==> config.mk <==
export PLATFORM = sky130hd
export DESIGN_NAME = etc_frame_packer
export DESIGN_NICKNAME = d
export VERILOG_FILES = /design/src/rtl/etc_frame_pkg.sv /design/src/rtl/etc_frame_packer.sv
export SDC_FILE = /design/constraint.sdc
export NUM_CORES = 1
export LEC_CHECK = 0
export CORE_ASPECT_RATIO = 0.8
export CORE_MARGIN = 3
export CORE_UTILIZATION = 30
export CTS_CLUSTER_DIAMETER = 40
export CTS_CLUSTER_SIZE = 30
export DETAILED_ROUTE_END_ITERATION = 16
export PLACE_DENSITY = 0.59
export SYNTH_ARGS = -nofsm -noshare
export SYNTH_HDL_FRONTEND = slang
export SYNTH_SLANG_ARGS = --single-unit
==> constraint.sdc <==
create_clock -name clk -period 2.4 [get_ports clk]
set_input_delay 0.36 -clock clk [delete_from_list [all_inputs] [get_ports clk]]
set_output_delay 0.36 -clock clk [all_outputs]
set_load 0.05 [all_outputs]
==> src/rtl/etc_frame_pkg.sv <==
// Shared types and constants for the ETC speed-frame packer.
package etc_frame_pkg;

  typedef enum logic [2:0] {IDLE, HDR, SEQ, SPH, SPL, CHK} state_e;

  localparam logic [7:0] HEADER_DEFAULT = 8'hA5;
  localparam int         FRAME_LEN      = 5;

endpackage

==> src/rtl/etc_frame_packer.sv <==
// Packs ETC speed measurements into 5-byte frames (HEADER, SEQ, SPD_H, SPD_L, CHK)
// for a transmit FIFO, with a one-deep pending buffer and a saturating drop counter.
module etc_frame_packer
  import etc_frame_pkg::*;
#(
  parameter int         WIDTH_SPEED = 14,
  parameter int         DATA_SIZE   = 8,
  parameter logic [7:0] HEADER      = HEADER_DEFAULT
) (
  input  logic                   clk,
  input  logic                   reset,
  input  logic                   done,
  input  logic [WIDTH_SPEED-1:0] speed,
  input  logic                   full,
  output logic                   write,
  output logic [DATA_SIZE-1:0]   data,
  output logic                   busy,
  output logic [7:0]             drop_cnt
);

  if (DATA_SIZE != 8 || WIDTH_SPEED < 1 || WIDTH_SPEED > 16) begin : g_bad_param
    $error("etc_frame_packer: DATA_SIZE must be 8 and WIDTH_SPEED in 1..16");
  end

  function automatic logic [7:0] chk_byte(input logic [7:0] seq_b,
                                          input logic [7:0] hi_b,
                                          input logic [7:0] lo_b);
    return seq_b ^ hi_b ^ lo_b;
  endfunction

  function automatic logic [7:0] sat_inc(input logic [7:0] cnt);
    return (cnt == 8'hFF) ? cnt : cnt + 8'd1;
  endfunction

  state_e      state_q;
  logic        pend_vld_q;
  logic [7:0]  seq_q;
  logic [7:0]  drop_q;
  logic [15:0] act_q;
  logic [15:0] pend_q;
  logic [15:0] spd_ext;
  logic [7:0]  byte_sel;
  logic        active;

  assign spd_ext  = 16'(speed);
  assign active   = (state_q != IDLE);
  assign write    = active && !full && !reset;
  assign busy     = active || pend_vld_q;
  assign drop_cnt = drop_q;

  always_comb begin
    byte_sel = 8'd0;
    case (state_q)
      HDR:     byte_sel = HEADER;
      SEQ:     byte_sel = seq_q;
      SPH:     byte_sel = act_q[15:8];
      SPL:     byte_sel = act_q[7:0];
      CHK:     byte_sel = chk_byte(seq_q, act_q[15:8], act_q[7:0]);
      default: byte_sel = 8'd0;
    endcase
  end

  assign data = reset ? '0 : DATA_SIZE'(byte_sel);

  // Control: FSM, pending flag, frame counter, drop counter.
  always_ff @(posedge clk) begin
    if (reset) begin
      state_q    <= IDLE;
      pend_vld_q <= 1'b0;
      seq_q      <= 8'd0;
      drop_q     <= 8'd0;
    end else begin
      if (done && active) begin
        if (!pend_vld_q) pend_vld_q <= 1'b1;
        else             drop_q     <= sat_inc(drop_q);
      end
      case (state_q)
        IDLE: if (done)  state_q <= HDR;
        HDR:  if (write) state_q <= SEQ;
        SEQ:  if (write) state_q <= SPH;
        SPH:  if (write) state_q <= SPL;
        SPL:  if (write) state_q <= CHK;
        CHK: begin
          if (write) begin
            seq_q <= seq_q + 8'd1;
            // A done arriving now is either dropped (pending full) or starts the next frame directly.
            if (pend_vld_q || done) begin
              state_q    <= HDR;
              pend_vld_q <= 1'b0;
            end else begin
              state_q <= IDLE;
            end
          end
        end
        default: state_q <= IDLE;
      endcase
    end
  end

  // Data: active and pending speed words.
  always_ff @(posedge clk) begin
    if (state_q == IDLE && done) begin
      act_q <= spd_ext;
    end else if (state_q == CHK && write) begin
      if (pend_vld_q)  act_q <= pend_q;
      else if (done)   act_q <= spd_ext;
    end
    if (done && active && !pend_vld_q) pend_q <= spd_ext;
  end

endmodule

# Word level (Yosys, flattened, before mapping)
# Cells that the tools add are included.
word_totals:
  register_bits: 50
  in_bits: 18
op_classes:
  addsub: 2
  eq_ne: 12
  mux: 18
  bitwise_logic: 3
  reduce_logical: 21
op_table:
  columns: ["operator", "n"]
  rows:
  - ["8-bit one-hot mux with 5 select lines", 1]
  - ["16-bit 2-to-1 mux", 2]
  - ["14-bit 2-to-1 mux", 2]
  - ["3-bit 2-to-1 mux", 6]
  - ["3-bit one-hot mux with 6 select lines", 1]
  - ["8-bit by 1-bit adder with 8-bit output (second input constant)", 2]
  - ["8-bit bitwise XOR", 2]
  - ["2-bit != test (second input constant)", 6]
  - ["8-bit equality test (second input constant)", 1]
  - ["8-bit 2-to-1 mux", 1]
  - ["3-bit by 2-bit equality test with 1-bit output (second input constant)", 2]
  - ["3-bit equality test (second input constant)", 2]
  - ["1-bit logical AND", 6]
  - ["2-bit AND reduction", 3]
  - ["6-bit AND reduction", 1]
  - ["3-bit nonzero test", 2]
  - ["1-bit 2-to-1 mux", 5]
  - ["2-bit nonzero test", 2]
  - ["3-bit by 1-bit equality test with 1-bit output (second input constant)", 1]
  - ["1-bit logical NOT", 3]
  - ["3-bit logical NOT", 1]
  - ["3-bit AND reduction", 1]
  - ["1-bit logical OR", 2]
  - ["1-bit inverter", 1]

# Logic depth before layout (Yosys ltp)
depth:
  depth_word: 6
  ltp_mapped: 6

# Worst setup path after synthesis
# No wires, ideal clock.
synth_timing:
  path_kind: "register to output"
  startpoint: "register seq_q[0]"
  endpoint: "output port data[0]"
  t_arrival_ps: 2174
  slack_ps: -134
  path_stages_with_launch: 6
  cell_sequence: "dfxtp_1 > clkbuf_1 > xnor3_1 > nand2_1 > a222oi_1 > nor3_1"
synth_via:
  elab_chain_cells: 4
synth_rtl:
  columns: ["element", "line_no", "rtl"]
  rows:
  - ["start, declared", "etc_frame_packer.sv:37", "logic [7:0] seq_q;"]
  - ["start signal, assigned", "etc_frame_packer.sv:85", "seq_q <= seq_q + 8'd1;"]
  - ["8-bit bitwise XOR (2 in series)", "etc_frame_packer.sv:28", "return seq_b ^ hi_b ^ lo_b;"]
  - ["8-bit one-hot mux with 5 select lines (*)", "etc_frame_packer.sv:53", "case (state_q)"]
  - ["8-bit 2-to-1 mux (*)", "etc_frame_packer.sv:63", "assign data = reset ? '0 : DATA_SIZE'(byte_sel);"]
  - ["end, declared", "etc_frame_packer.sv:16", "output logic [DATA_SIZE-1:0] data,"]
# Mark *: on every way between the ends. The rest lies on a longest branch, timed or not.

# Worst setup path after layout
layout_timing:
  startpoint: "register state_q[1]"
  endpoint: "output port data[5]"
layout_via:
  elab_chain_cells: 3
  elab_cells_between_ends: 7
  classes_between: "eq/ne: 5; mux: 2"
layout_rtl:
  columns: ["element", "line_no", "rtl"]
  rows:
  - ["start, declared", "etc_frame_packer.sv:35", "state_e state_q;"]
  - ["start signal, assigned", "etc_frame_packer.sv:68", "state_q <= IDLE;"]
  - ["start signal, assigned", "etc_frame_packer.sv:78", "IDLE: if (done) state_q <= HDR;"]
  - ["start signal, assigned", "etc_frame_packer.sv:79", "HDR: if (write) state_q <= SEQ;"]
  - ["3-bit equality test (tied with other cells)", "etc_frame_packer.sv:53", null]
  - ["8-bit one-hot mux with 5 select lines (*)", "etc_frame_packer.sv:53", null]
  - ["8-bit 2-to-1 mux (*)", "etc_frame_packer.sv:63", null]
# Marked as above.

==> results_dict.tcl <==
set metrics [dict create \
    status "finished clean" \
    port_buffers 35 \
    slowest_stage "dfxtp_1" \
    drive_above_1_share_pct 21.6 \
    insertion_delay_ns 0.31 \
    nFillCells 795 \
    fin_ws_ns 0.263 \
    first_pass_iters 4 \
    synthTopCellsByArea "edfxtp_1 (34%), dfxtp_1 (16%), mux2_2 (7.7%)" \
    synth_mux_area_share_pct 8.92 \
    post_cts_buffers 0 \
    seq_area_frac_synth_pct 50.0 \
    cp.buffers_inverters 2 \
    max_stage_delay_ns 0.36 \
    ys_ff_latch 48 \
    rr_endpoint "act_q[3]" \
    cts-resized-gates 0 \
    start_util_pct 31.1 \
    drt-initial-drc-count 94 \
    synth-edff-count 28 \
    clkTransAtPathRegs_ns 0.10 \
    path_cells "buf_4, nor2b_1, a22oi_1, o22a_1, nor3_2, buf_12" \
    synth_warnings 0 \
    p_per_area_mw_per_mm2 573 \
    grt_use_total_pct 11.7 \
    antenna_found_initial 0 \
    maxSlewHeadroom_pct 56.2 \
    r2r_start "state_q[1]" \
    worstSetupStartpointType "flip-flop" \
    holdPathEnd "drop_cnt[3]" \
    synth_nets 248 \
    use_met2_pct 17.5 \
    synth_top_family_by_area "simple AND/OR/NAND/NOR gates" \
    synth_cells 228 \
    cts.sinks 48 \
    rsz0062_at_grt "false" \
    cp_max_fo 7 \
    slew_violations 0 \
    setup_viol 0 \
    synth_adder_area_share_pct 1.01 \
    yosys.area_share.simple_pct 15.6 \
    synth_top_cell_area_share_pct 33.9 \
    dp_slack_ns 0.297 \
    hold_depth 2 \
    avgSynthCellArea_um2 10.9 \
    worst_pin_slew_ns 0.652 \
    via_count 1791 \
    max_cap_viol_count 0 \
    nNetsFinal 288 \
    grt_pass1_wl_um 8640 \
    hp-start "drop_cnt[3]" \
    fin_crit_sh_pct 89.0 \
    min_period_ns 2.14 \
    post_synth_num_cell_types 42 \
    max_freq_mhz 468 \
    hold_viol_final 0 \
    drtAntennaViolNets 0 \
    route.detailed.drc 0 \
    first_global_vias 1716 \
    syn_area_mm2 0.00248 \
    ys_async_sr_fraction_pct 0 \
    crit_type "reg2out" \
    synth_compound_area_share_pct 12.4 \
    io_pins 36 \
    area_growth_pct 29.7 \
    p_leak_uw 0.00110 \
    met3_usage_pct 3.71 \
    cp.arrival_ns 1.78 \
    hold_ws_ns 0.528 \
    end_kind "primary output" \
    cts_tree "built" \
    dp_hpwl_um 3800 \
    finalSetupTns_ns 0 \
    via_per_inst 4.75 \
    gp_congestion 0.823 \
    ir_worst_vdd_uv 219 \
    synth_top_area_cell "edfxtp_1" \
    dieArea_mm2 0.00941 \
    synth_ff_type "edfxtp_1" \
    hold_buffers 0 \
    reg2regPathDepth 6 \
    grt_busiest_layer "met2" \
    min_path_type "reg2reg" \
    cts_buffer_depth 2 \
    r2r_slack_ns 0.50 \
    cts-root-buf "clkbuf_8" \
    die_h_um 87.4 \
    use_met1_pct 16.3 \
    wl_um 5300 \
    chipWidth_um 108 \
    core_mm2 0.00798 \
    grt_max_degree 30 \
    numCtsBuffers 5 \
    routedWlPerCell_um 14.0 \
    diodes 0 \
    required_ns 2.04 \
    synth-xor-area-share_pct 8.72 \
    ctsHtreeMaxLevel 2 \
    grt-ovfl-total 0 \
    skew_ns 0.00845 \
    crit_family "simple AND/OR/NAND/NOR gates" \
    rows 29 \
]
## stage by stage
stage | power, uW | util, % | std cells | area [um2]
after floorplan | 1230 | - | 228 | 2500
after CTS | 1870 | 40.3 | 377 | 3220
final | 1840 | 40.3 | 377 | 3220
after global placement | 1370 | 39.2 | 369 | 3130
after detailed placement | 1380 | 39.2 | 369 | 3130
after global routing | 1940 | 40.3 | 377 | 3220
## area by class of cell
| cell class | instances | area [um2] | share of cell area (%) |
|---|---|---|---|
| well taps | 108 | 135 | 4.20 |
| inverters | 2 | 7.51 | 0.233 |
| repair buffers | 49 | 568 | 17.6 |
| flip-flops and latches | 48 | 1240 | 38.5 |
| multi-input cells | 162 | 1180 | 36.5 |
| clock inverters | 3 | 23.8 | 0.738 |
| clock buffers | 5 | 68.8 | 2.14 |
## worst max-delay path by stage
| stage | startpoint | end | slack (ns) | cells after the start |
|---|---|---|---|---|
| 2_1_floorplan | reset | act_q[0] | 0.16 | 5 |
| 3_3_place_gp | reset | act_q[0] | 0.31 | 6 |
| 3_5_place_dp | reset | act_q[0] | 0.30 | 6 |
| 4_1_cts | state_q[1] | data[5] | 0.04 | 4 |
| 5_1_grt | state_q[1] | data[5] | 0.11 | 6 |
| 6_report | state_q[1] | data[5] | 0.26 | 6 |
## cells in the final DEF (no fill, tap or decap), types with 2 or more instances in the layout
master / instances
a222oi_1: 3
or3_1: 2
inv_1: 2
buf_12: 11
o21ai_0: 5
clkbuf_8: 5
nor4_1: 2
a21oi_1: 14
nor2b_1: 5
nor3_1: 6
mux2i_1: 3
buf_4: 13
dfxtp_1: 20
xnor3_1: 3
ha_1: 2
nand3_1: 6
clkdlybuf4s50_1: 25
edfxtp_1: 28
nand2_1: 16
nor3_2: 3
xnor2_1: 12
nand4_1: 5
a22oi_1: 3
clkinvlp_4: 2
o22a_1: 3
nor2_1: 26
mux2_2: 17
nand2b_1: 3
o21a_1: 3
xor2_1: 5
## per-layer routing
layer	part of all wire (%)	up-vias
li1	-	916
met1	48	826
met2	45	41
met3	6.2	8
met4	1.1	0
met5	0	-
## cells by family after synthesis
logic type	Yosys count
and+or+nand+nor	80
DFF	48
AOI/OAI and AO/OA	40
xor gates and xnor gates	20
muxes	20
buffers and inverters	18
adders and majority gates	2
## where the power goes
group	total, uW	switching (uW)	internal, uW	leakage [uW]
sequential	969	28.3	941	0.000424
combinational	388	201	187	0.000638
clock	488	281	207	0.0000404
## synthesized netlist by cell type (2+ instances only)
master	n
clkbuf_1	9
o21a_1	3
mux2_2	17
o22a_1	3
nand2b_1	3
xnor2_1	12
nor2_1	26
ha_1	2
buf_4	3
xnor3_1	3
a222oi_1	3
nor3_1	9
edfxtp_1	28
dfxtp_1	20
buf_2	3
nor4_1	2
inv_1	2
mux2i_1	3
nand2_1	16
nor2b_1	6
nand4_1	5
xor2_1	5
a21oi_1	14
a22oi_1	3
nand3_1	6
or3_1	2
o21ai_0	5
## worst reg2reg max path, delay by kind of cell, from the launching register on
family	cells	cell delay, ns
buf+inv	2	0.42
simple gates	3	0.54
flops	1	0.33
mux	1	0.37
## flip-flops by register name, indices dropped and copies added (netlist names)
name        flops
pend_vld_q      1
state_q         3
seq_q           8
drop_cnt        8
act_q          14
pend_q         14
No activity file was read; power rests on OpenSTA's default activity.
